File: src/rtl/radix4_seq_lpm_pkg.sv
// Package lpm_pkg: shared types and constants for the radix-4 sequential
// low-power multiplier.
//   state_e  : FSM encoding (IDLE, RUN, DONE)
//   DIG_*    : radix-4 multiplier digit codes
//   clog2    : ceiling log2, used to size the digit index counter
package lpm_pkg;

  typedef enum logic [1:0] {
    IDLE = 2'd0,
    RUN  = 2'd1,
    DONE = 2'd2
  } state_e;

  localparam logic [1:0] DIG_ZERO = 2'b00;
  localparam logic [1:0] DIG_B    = 2'b01;
  localparam logic [1:0] DIG_2B   = 2'b10;
  localparam logic [1:0] DIG_3B   = 2'b11;

  function automatic int unsigned clog2(input int unsigned v);
    int unsigned r;
    r = 0;
    while ((64'd1 << r) < 64'(v)) r++;
    return r;
  endfunction

endpackage

File: src/rtl/radix4_seq_lpm_digit_decoder.sv
// lpm_digit_decoder: combinational radix-4 digit decoder.
// Ports:
//   d     in   2    current multiplier digit
//   b     in   N    multiplicand
//   b3    in   N+2  precomputed 3*b
//   sel   out  4    one-hot select (bit0=0, bit1=B, bit2=2B, bit3=3B)
//   pp    out  N+2  selected partial product
//   pp_nz out  1    accumulator enable; low for a zero digit
module lpm_digit_decoder
  import lpm_pkg::*;
#(
  parameter int unsigned N = 8
) (
  input  logic [1:0]   d,
  input  logic [N-1:0] b,
  input  logic [N+1:0] b3,
  output logic [3:0]   sel,
  output logic [N+1:0] pp,
  output logic         pp_nz
);

  always_comb begin
    sel = '0;
    pp  = '0;
    case (d)
      DIG_ZERO: sel[0] = 1'b1;
      DIG_B: begin
        sel[1] = 1'b1;
        pp     = {2'b00, b};
      end
      DIG_2B: begin
        sel[2] = 1'b1;
        pp     = {1'b0, b, 1'b0};
      end
      DIG_3B: begin
        sel[3] = 1'b1;
        pp     = b3;
      end
      default: sel = '0;
    endcase
  end

  assign pp_nz = ~sel[0];

endmodule

File: src/rtl/radix4_seq_lpm.sv
// radix4_seq_lpm: sequential radix-4 unsigned multiplier, one 2-bit digit
// of a per cycle, behind a start/ready/done handshake.
// Ports:
//   clk     in   1   clock, rising edge
//   rst_n   in   1   asynchronous active-low reset
//   start   in   1   request, accepted when ready=1
//   a       in   N   multiplier, sampled on accept
//   b       in   N   multiplicand, sampled on accept
//   ready   out  1   idle, can accept start
//   busy    out  1   multiplication in progress
//   done    out  1   one-cycle pulse, product valid
//   product out  2N  a*b, held until the next accept
// Build option: define LPM_EARLY_TERM_EN to leave RUN as soon as the
// remaining multiplier digits are all zero (same product, shorter latency).
module radix4_seq_lpm
  import lpm_pkg::*;
#(
  parameter int unsigned N = 8
) (
  input  logic           clk,
  input  logic           rst_n,
  input  logic           start,
  input  logic [N-1:0]   a,
  input  logic [N-1:0]   b,
  output logic           ready,
  output logic           busy,
  output logic           done,
  output logic [2*N-1:0] product
);

  if ((N % 2) != 0 || N < 4) begin : g_bad_n
    $error("radix4_seq_lpm: N must be even and >= 4");
  end

  localparam int unsigned KW = (clog2(N/2) < 1) ? 1 : clog2(N/2);
  localparam logic [KW-1:0] K_LAST = KW'(N/2 - 1);

  state_e          state_q, state_d;
  logic [N-1:0]    a_sh_q, a_sh_d;
  logic [N-1:0]    b_q, b_d;
  logic [N+1:0]    b3_q, b3_d;
  logic [KW-1:0]   k_q, k_d;
  logic [2*N-1:0]  acc_q, acc_d;
  logic [2*N-1:0]  product_q, product_d;

  logic [3:0]      sel;
  logic [N+1:0]    pp;
  logic            pp_nz;
  logic [2*N-1:0]  acc_sum;
  logic            last_digit;

  lpm_digit_decoder #(.N(N)) u_dec (
    .d     (a_sh_q[1:0]),
    .b     (b_q),
    .b3    (b3_q),
    .sel   (sel),
    .pp    (pp),
    .pp_nz (pp_nz)
  );

  assign acc_sum = acc_q + ({{(N-2){1'b0}}, pp} << {k_q, 1'b0});

`ifdef LPM_EARLY_TERM_EN
  assign last_digit = ((a_sh_q >> 2) == '0);
`else
  assign last_digit = (k_q == K_LAST);
`endif

  always_comb begin
    state_d   = state_q;
    a_sh_d    = a_sh_q;
    b_d       = b_q;
    b3_d      = b3_q;
    k_d       = k_q;
    acc_d     = acc_q;
    product_d = product_q;
    case (state_q)
      IDLE: begin
        if (start) begin
          state_d = RUN;
          a_sh_d  = a;
          b_d     = b;
          b3_d    = {2'b00, b} + {1'b0, b, 1'b0};
          k_d     = '0;
          acc_d   = '0;
        end
      end
      RUN: begin
        a_sh_d = a_sh_q >> 2;
        k_d    = k_q + 1'b1;
        // Zero digit: accumulator is left untouched so it does not toggle.
        if (pp_nz) acc_d = acc_sum;
        if (last_digit) begin
          state_d   = DONE;
          product_d = (|sel[3:1]) ? acc_sum : acc_q;
        end
      end
      DONE:    state_d = IDLE;
      default: state_d = IDLE;
    endcase
  end

  always_ff @(posedge clk or negedge rst_n) begin
    if (!rst_n) begin
      state_q   <= IDLE;
      a_sh_q    <= '0;
      b_q       <= '0;
      b3_q      <= '0;
      k_q       <= '0;
      acc_q     <= '0;
      product_q <= '0;
    end else begin
      state_q   <= state_d;
      a_sh_q    <= a_sh_d;
      b_q       <= b_d;
      b3_q      <= b3_d;
      k_q       <= k_d;
      acc_q     <= acc_d;
      product_q <= product_d;
    end
  end

  assign ready   = (state_q == IDLE);
  assign busy    = (state_q == RUN);
  assign done    = (state_q == DONE);
  assign product = product_q;

endmodule

File: config.mk
export PLATFORM = sky130hd
export DESIGN_NAME = radix4_seq_lpm
export DESIGN_NICKNAME = d
export VERILOG_FILES = /design/src/rtl/radix4_seq_lpm_pkg.sv /design/src/rtl/radix4_seq_lpm_digit_decoder.sv /design/src/rtl/radix4_seq_lpm.sv
export SDC_FILE = /design/constraint.sdc
export NUM_CORES = 1
export LEC_CHECK = 0
export ABC_CLOCK_PERIOD_IN_PS = 3100
export CAP_MARGIN = 20
export CORE_MARGIN = 8
export CORE_UTILIZATION = 35
export CTS_CLUSTER_SIZE = 8
export DETAILED_ROUTE_END_ITERATION = 7
export GPL_TIMING_DRIVEN = 1
export HOLD_SLACK_MARGIN = 0.06
export PLACE_DENSITY = 0.54
export SYNTH_ARGS = -nofsm -noshare
export SYNTH_HDL_FRONTEND = slang
export SYNTH_SLANG_ARGS = --single-unit
File: constraint.sdc
create_clock -name clk -period 3.1 [get_ports clk]
set_input_delay 0.465 -clock clk [delete_from_list [all_inputs] [get_ports clk]]
set_output_delay 0.465 -clock clk [all_outputs]
set_load 0.01 [all_outputs]
# [After elaboration in Yosys (flattened, before gate mapping)]
# Cells that the tools add are included.
[word_totals] elab_cells=45 output_inout_bits=19 reg_bits=62 rom_bits=0 latch_bits=0 inputBits=19 mem_bits_rw=0 mem_count=0
[op_classes] n_mux=16 magnitude_cmp=0 reduce_logical=9 n_bitwise=0 n_shift=1 addsub=3 eq_ne=9 mul=0 div_mod_pow=0
[ops] op="$mux W16" n=3
[ops] op="$pmux W16 S2" n=1
[ops] op="$pmux W10 S3" n=1
[ops] op="$add A16 B16 Y16" n=1
[ops] op="$pmux W8 S2" n=1
[ops] op="$shl A10 B3 Y16" n=1
[ops] op="$add A8 B9 Y10" n=1
[ops] op="$eq A2 B2 Y1 const B" n=4
[ops] op="$mux W8" n=1
[ops] op="$pmux W2 S2" n=2
[ops] op="$reduce_and A2 Y1" n=4
[ops] op="$mux W2" n=3
[ops] op="$eq A2 B1 Y1 const B" n=2
[ops] op="$logic_not A2 Y1" n=2
[ops] op="$mux W1" n=4
[ops] op="$ne A2 B2 Y1 const B" n=2
[ops] op="$reduce_and A3 Y1" n=1
[ops] op="$reduce_or A3 Y1" n=1
[ops] op="$add A2 B1 Y2 const B" n=1
[ops] op="$ne A2 B1 Y1 const B" n=1
[ops] op="$reduce_bool A2 Y1" n=1

# [Longest topological paths before layout]
[depth] word_depth=6 depth_mapped=16

# [Hierarchy]
# Synthesis repeated with hierarchy kept, for this count alone.
[hier_totals] hier_cells=415 area_unflattened_um2=3886.2
[by_module_without_submodules] mod="radix4_seq_lpm" instances=1 cells_per_inst=388 area_per_inst_um2=3643.5
[by_module_without_submodules] mod="lpm_digit_decoder" instances=1 cells_per_inst=27 area_per_inst_um2=242.7

# [Least setup slack after synthesis]
# Ideal clock, no wire load.
[synth_timing] kind="register to register" startpoint="register a_sh_q[0]" endpoint="register product_q[14], in the netlist product[14]" period_less_slack_ps=3026 setup_time_ps=134 slack_ps=74 arrival_time_ps=2892 n_path_buf=3 required_ps=2966 path_stages_with_launch=16 cell_sequence="dfrtp_1 buf_2 buf_2 mux2_2 a22oi_1 nand2_1 o21ai_1 mux2i_1 ha_1 buf_2 a211oi_1 nor2_1 o41ai_4 o221ai_2 xnor2_1 o21ai_1"
[synth_between] elab_chain_cells=5 word_cells_on_any_way=11
[synth_lines] element="start: declaration" line_no="radix4_seq_lpm.sv:39" source="logic [N-1:0] a_sh_q, a_sh_d;"
[synth_lines] element="start signal: assignment" line_no="radix4_seq_lpm.sv:114" source="a_sh_q <= a_sh_d;"
[synth_lines] element="$eq A2 B2 Y1 or $eq A2 B1 Y1 (tied branches)" line_no="radix4_seq_lpm_digit_decoder.sv:25" source="case (d)"
[synth_lines] element="$pmux W10 S3" line_no="radix4_seq_lpm_digit_decoder.sv:25"
[synth_lines] element="$shl A10 B3 Y16" line_no="radix4_seq_lpm.sv:61" source="assign acc_sum = acc_q + ({{(N-2){1'b0}}, pp} << {k_q, 1'b0});"
[synth_lines] element="$add A16 B16 Y16" line_no="radix4_seq_lpm.sv:61"
[synth_lines] element="$mux W16 *" line_no="radix4_seq_lpm.sv:95" source="product_d = (|sel[3:1]) ? acc_sum : acc_q;"
[synth_lines] element="end signal: assignment" line_no="radix4_seq_lpm.sv:119" source="product_q <= product_d;"
[synth_lines] element="end: declaration" line_no="radix4_seq_lpm.sv:44" source="logic [2*N-1:0] product_q, product_d;"
# Every way passes the cells marked *; elsewhere a longest branch is shown, timed or not.
# A chain may end at the register's enable or synchronous reset.

# [Worst setup path in the final report]
[layout_timing] startpoint="register a_sh_q[0]" endpoint="register acc_q[12]"
[layout_between] elab_chain_cells=6 word_cells_on_any_way=12
[layout_lines] element="$eq A2 B2 Y1 or $eq A2 B1 Y1 (tied branches)" line_no="radix4_seq_lpm_digit_decoder.sv:25"
[layout_lines] element="$pmux W10 S3" line_no="radix4_seq_lpm_digit_decoder.sv:25"
[layout_lines] element="$shl A10 B3 Y16" line_no="radix4_seq_lpm.sv:61"
[layout_lines] element="$add A16 B16 Y16" line_no="radix4_seq_lpm.sv:61"
[layout_lines] element="$mux W16" line_no="radix4_seq_lpm.sv:92" source="if (pp_nz) acc_d = acc_sum;"
[layout_lines] element="$pmux W16 S2" line_no="radix4_seq_lpm.sv:77" source="case (state_q)"
[layout_lines] element="end signal: assignment" line_no="radix4_seq_lpm.sv:110" source="acc_q <= '0;"
[layout_lines] element="end signal: assignment" line_no="radix4_seq_lpm.sv:118" source="acc_q <= acc_d;"
[layout_lines] element="end: declaration" line_no="radix4_seq_lpm.sv:43" source="logic [2*N-1:0] acc_q, acc_d;"
# Several ways; a longest one is shown, not always the timed one. The select of a mux whose other input is x is not followed.

==> impl_summary.log <==
[metrics] slew of the pin with the lowest slew margin: roughly 0.81 ns
[metrics] Vert. Die Dim: between 100 and 150 um
[metrics] max_slew headroom: about 46%
[metrics] maximum vdd ir drop: 0.363 mV
[metrics] syn_area_per_cell: ~9.1 um2
[metrics] largest fanout on the critical path: 6
[metrics] Placement Setup Slack: -0.118 ns
[metrics] Hold Path Class: input pin to async pin
[metrics] number of hold violations in the final report: 0
[metrics] Pleak: about 2.2 nW
[metrics] GR Util met1: between 15 and 20%
[metrics] stage delay of the slowest cell on the critical path: ~0.44 ns
[metrics] cell count of the worst reg-to-reg path: 12
[metrics] count of mapped cells out of synthesis: 426
[metrics] setup violators final: 0
[metrics] final worst-path cycle share: between 90% and 100%
[metrics] distinct cell type count after synthesis: 48
[metrics] Site Rows: 38
[metrics] sequential-to-total area share from yosys stat: about two fifths
[metrics] routing layer with the top usage in global route: met2
[metrics] I/O pin count: 38
[metrics] via count of the first global-routing pass: 3,238
[metrics] met3 Usage GRT: approximately 3.4%
[metrics] top post-synthesis cells by area: dfrtp_1 39%, ha_1 8.7%, nand2_1 7.2%
[metrics] result of the run: completed
[metrics] Final Wtd Congestion: 0.850
[metrics] die width: roughly 120 um
[metrics] Area growth, synth to finish: 23.8%
[metrics] CP arrival: about 3.3 ns
[metrics] synthesis-stage register bit count: 61
[metrics] final HPWL from detailed placement: about 7200 um
[metrics] final non-filler cell total: 624
[metrics] total clock sinks: 61
[metrics] CTS tree: done
[metrics] number of buffers added by the clock tree synthesis step: 9
[metrics] n_diodes: 0
[metrics] maximum capacitance violations: 0
[metrics] Crit Path Class: flip-flop to flip-flop
[metrics] buffers from clock root to sink, at most: 2
[metrics] GR Util met2: approximately 22%
[metrics] wire length reported by the detailed router: 9550 um
[metrics] global-route wire length before repair: 16,100 um
[metrics] Worst path most repeated cell: o31ai_2
[metrics] slack of the worst reg-to-reg path: roughly 0.082 ns
[metrics] 1st-pass router iterations: 4
[metrics] clock skew after layout: about 0.012 ns
[metrics] CTS root buffer: clkbuf_8
[metrics] number of nets in the layout: 527
[metrics] post-route ant nets: 0
[metrics] die footprint: ~15,000 um2
[metrics] CTS clock-pin slew for the worst setup and hold paths: about 0.08 ns
[metrics] proportion of netlist area held by the largest area contributor: around 39%
[metrics] effective utilization at floorplan: 35.8%
[metrics] Slew Limit Fails: 0
[metrics] Crit Reg-Reg Endpoint: acc_q[12]
[metrics] DR iter-0 viols: 134
[metrics] Util after Layout: 44.3%
[metrics] Synth Flop Type: dfrtp_1
[metrics] sort of element at the start of the critical path: flip-flop
[metrics] proportion of layout cells with a drive suffix above 1: 17.6%
[metrics] nets in the synthesized netlist: 474
[metrics] required arrival time at the worst endpoint: roughly 3.4 ns
[metrics] endpoint kind of the worst setup timing path: flip-flop
[metrics] number of fillers in the final layout: ~1,100
[metrics] dpl cells: 603
[metrics] cell with the largest stage delay on the worst path: dfrtp_2
[metrics] overflow left after global routing: 0
[metrics] largest net degree at the start of global routing: 33
[metrics] count of synthesis-stage warnings from yosys: 0
[metrics] synthesized area: roughly 3900 um2
[metrics] Synth async-reset ratio: 100%
[metrics] Setup WS post-layout: around 0.082 ns
[metrics] number of remaining DRC errors: 0
[metrics] cell taking the most area after synthesis: dfrtp_1
[metrics] CP Cell Sequence: buf_6, mux2_4, a22o_1, mux2i_2, mux2i_1, ha_1, a211oi_2, nor2_2, o41ai_4, o31ai_2, xnor2_1, o31ai_2
[metrics] number of enable-type register cells in the synthesized netlist: 0
[metrics] buffers added on ports: 37
[metrics] insertion delay of the later-clocked pin in the worst-skew pair: 0.35 ns
[metrics] unrepaired setup endpoints after global routing: yes
[metrics] number of vias in the routed layout: ~3,200
[metrics] Max Clk Rate: 331 MHz
[metrics] All-Layer GR Usage: ~14%
[metrics] # H-tree levels: 3
[metrics] final-layout worst hold slack: roughly 0.16 ns
[metrics] average wire per standard cell: between 15 and 20 um
[metrics] final critical delay including setup and external delays: between 3 and 4 ns
[metrics] Core Footprint: about 11,000 um2
[metrics] power density over cell area: around 1000 nW/um2
[metrics] origin of the critical flop-to-flop path: a_sh_q[0]
[metrics] antenna violations before repair: 0
[metrics] Vias/cell: just over 5
worst max-delay path by stage:
stage,startpoint,endpoint,cells after the start
final,a_sh_q[0],acc_q[12],12
after global routing,a_sh_q[0],product[12],12
after global placement,a_sh_q[0],product[11],14
after floorplan,a_sh_q[0],product[14],15
after CTS,a_sh_q[0],product[11],14
after detailed placement,a_sh_q[0],product[11],14
state kept, by name (all words and copies together) (netlist names):
| register | count |
|---|---|
| a_sh_q | 8 |
| k_q | 2 |
| product | 16 |
| acc_q | 16 |
| b3_q | 9 |
| state_q | 2 |
| b_q | 8 |
cells by family (layout without fill, tap and decap cells):
logic type / count (synthesis) / count (layout) / share of synthesized area, %
AO/OA/AOI/OAI: 126 / 126 / 22.0
buffers and inverters: 36 / 94 / 3.70
AND/OR/NAND/NOR: 133 / 133 / 15.1
adder cells (fa/ha/maj): 29 / 29 / 9.73
XOR/XNOR: 19 / 19 / 4.28
multiplexers: 22 / 22 / 5.90
flip-flops: 61 / 61 / 39.3
layout make-up:
cell class | count | area (um2) | area share (%)
Clock inverter | 7 | 42.5 | 0.885
Sequential cell | 61 | 1530 | 31.8
Timing Repair Buffer | 65 | 592 | 12.3
Tap cell | 140 | 175 | 3.64
Inverter | 13 | 48.8 | 1.02
Multi-Input combinational cell | 329 | 2300 | 47.8
Clock buffer | 9 | 124 | 2.58
synth_stat cells, drive strengths merged, types with 8 or more instances:
library cell / number
o21ai: 39
nor2: 23
mux2i: 15
nand2: 74
a22o: 13
nand3: 10
buf: 8
dfrtp: 61
a21oi: 30
ha: 27
o31ai: 11
xor2: 8
inv: 12
xnor2: 11
clkbuf: 15
a22oi: 8
metrics by stage:
step	setup TNS, ns	total power, W	instance area, um2
finish	0	0.00501	4810
global route	-0.547	0.00546	4810
CTS	0	0.00488	4690
detailed placement	-0.378	0.00422	4510
global placement	0	0.00419	4510
floorplan	0	0.00322	3880
repair_timing:
action	CTS	global route
hold buffers	0	0
setup endpoints to repair	9	18
resized for setup	2	27
pin swaps	1	13
setup buffers	1	4
endpoints found under the hold margin	0	0
placed cells by master, fill, tap and decap left out, drive strengths merged, types with 6 or more instances in the layout:
master | synthesis | layout
o31ai | 11 | 11
mux2 | 7 | 7
and3 | 7 | 7
a22o | 13 | 13
dfrtp | 61 | 61
inv | 12 | 12
nand2 | 74 | 74
a22oi | 8 | 8
a21oi | 30 | 30
xor2 | 8 | 8
clkdlybuf4s50 | 0 | 36
buf | 8 | 29
nor2 | 23 | 23
a21o | 6 | 6
clkbuf | 15 | 9
xnor2 | 11 | 11
o21ai | 39 | 39
nand3 | 10 | 10
mux2i | 15 | 15
ha | 27 | 27
nor3 | 7 | 7
worst max-delay path: cells and delay by family, from the launching register on:
kind	cells	cell delay, ns
AOI/OAI and AO/OA	5	1.17
xor gates and xnor gates	1	0.17
adders and majority gates	1	0.35
buffers and inverters	1	0.14
DFF	1	0.44
muxes	3	0.58
and+or+nand+nor	1	0.08
power by group:
group	leakage, nW	internal [W]	switching (W)
combinational	1.38	0.00136	0.00160
clock	0.0808	0.000283	0.000336
sequential	0.782	0.00113	0.000295
total	2.24	0.00278	0.00223
per-layer routing:
metal	share of wire (%)	routed length, um
met5	0	0
met4	1.9	179
met3	5.1	489
met2	46	4390
met1	47	4490
No activity file was read; power rests on OpenSTA's default activity.
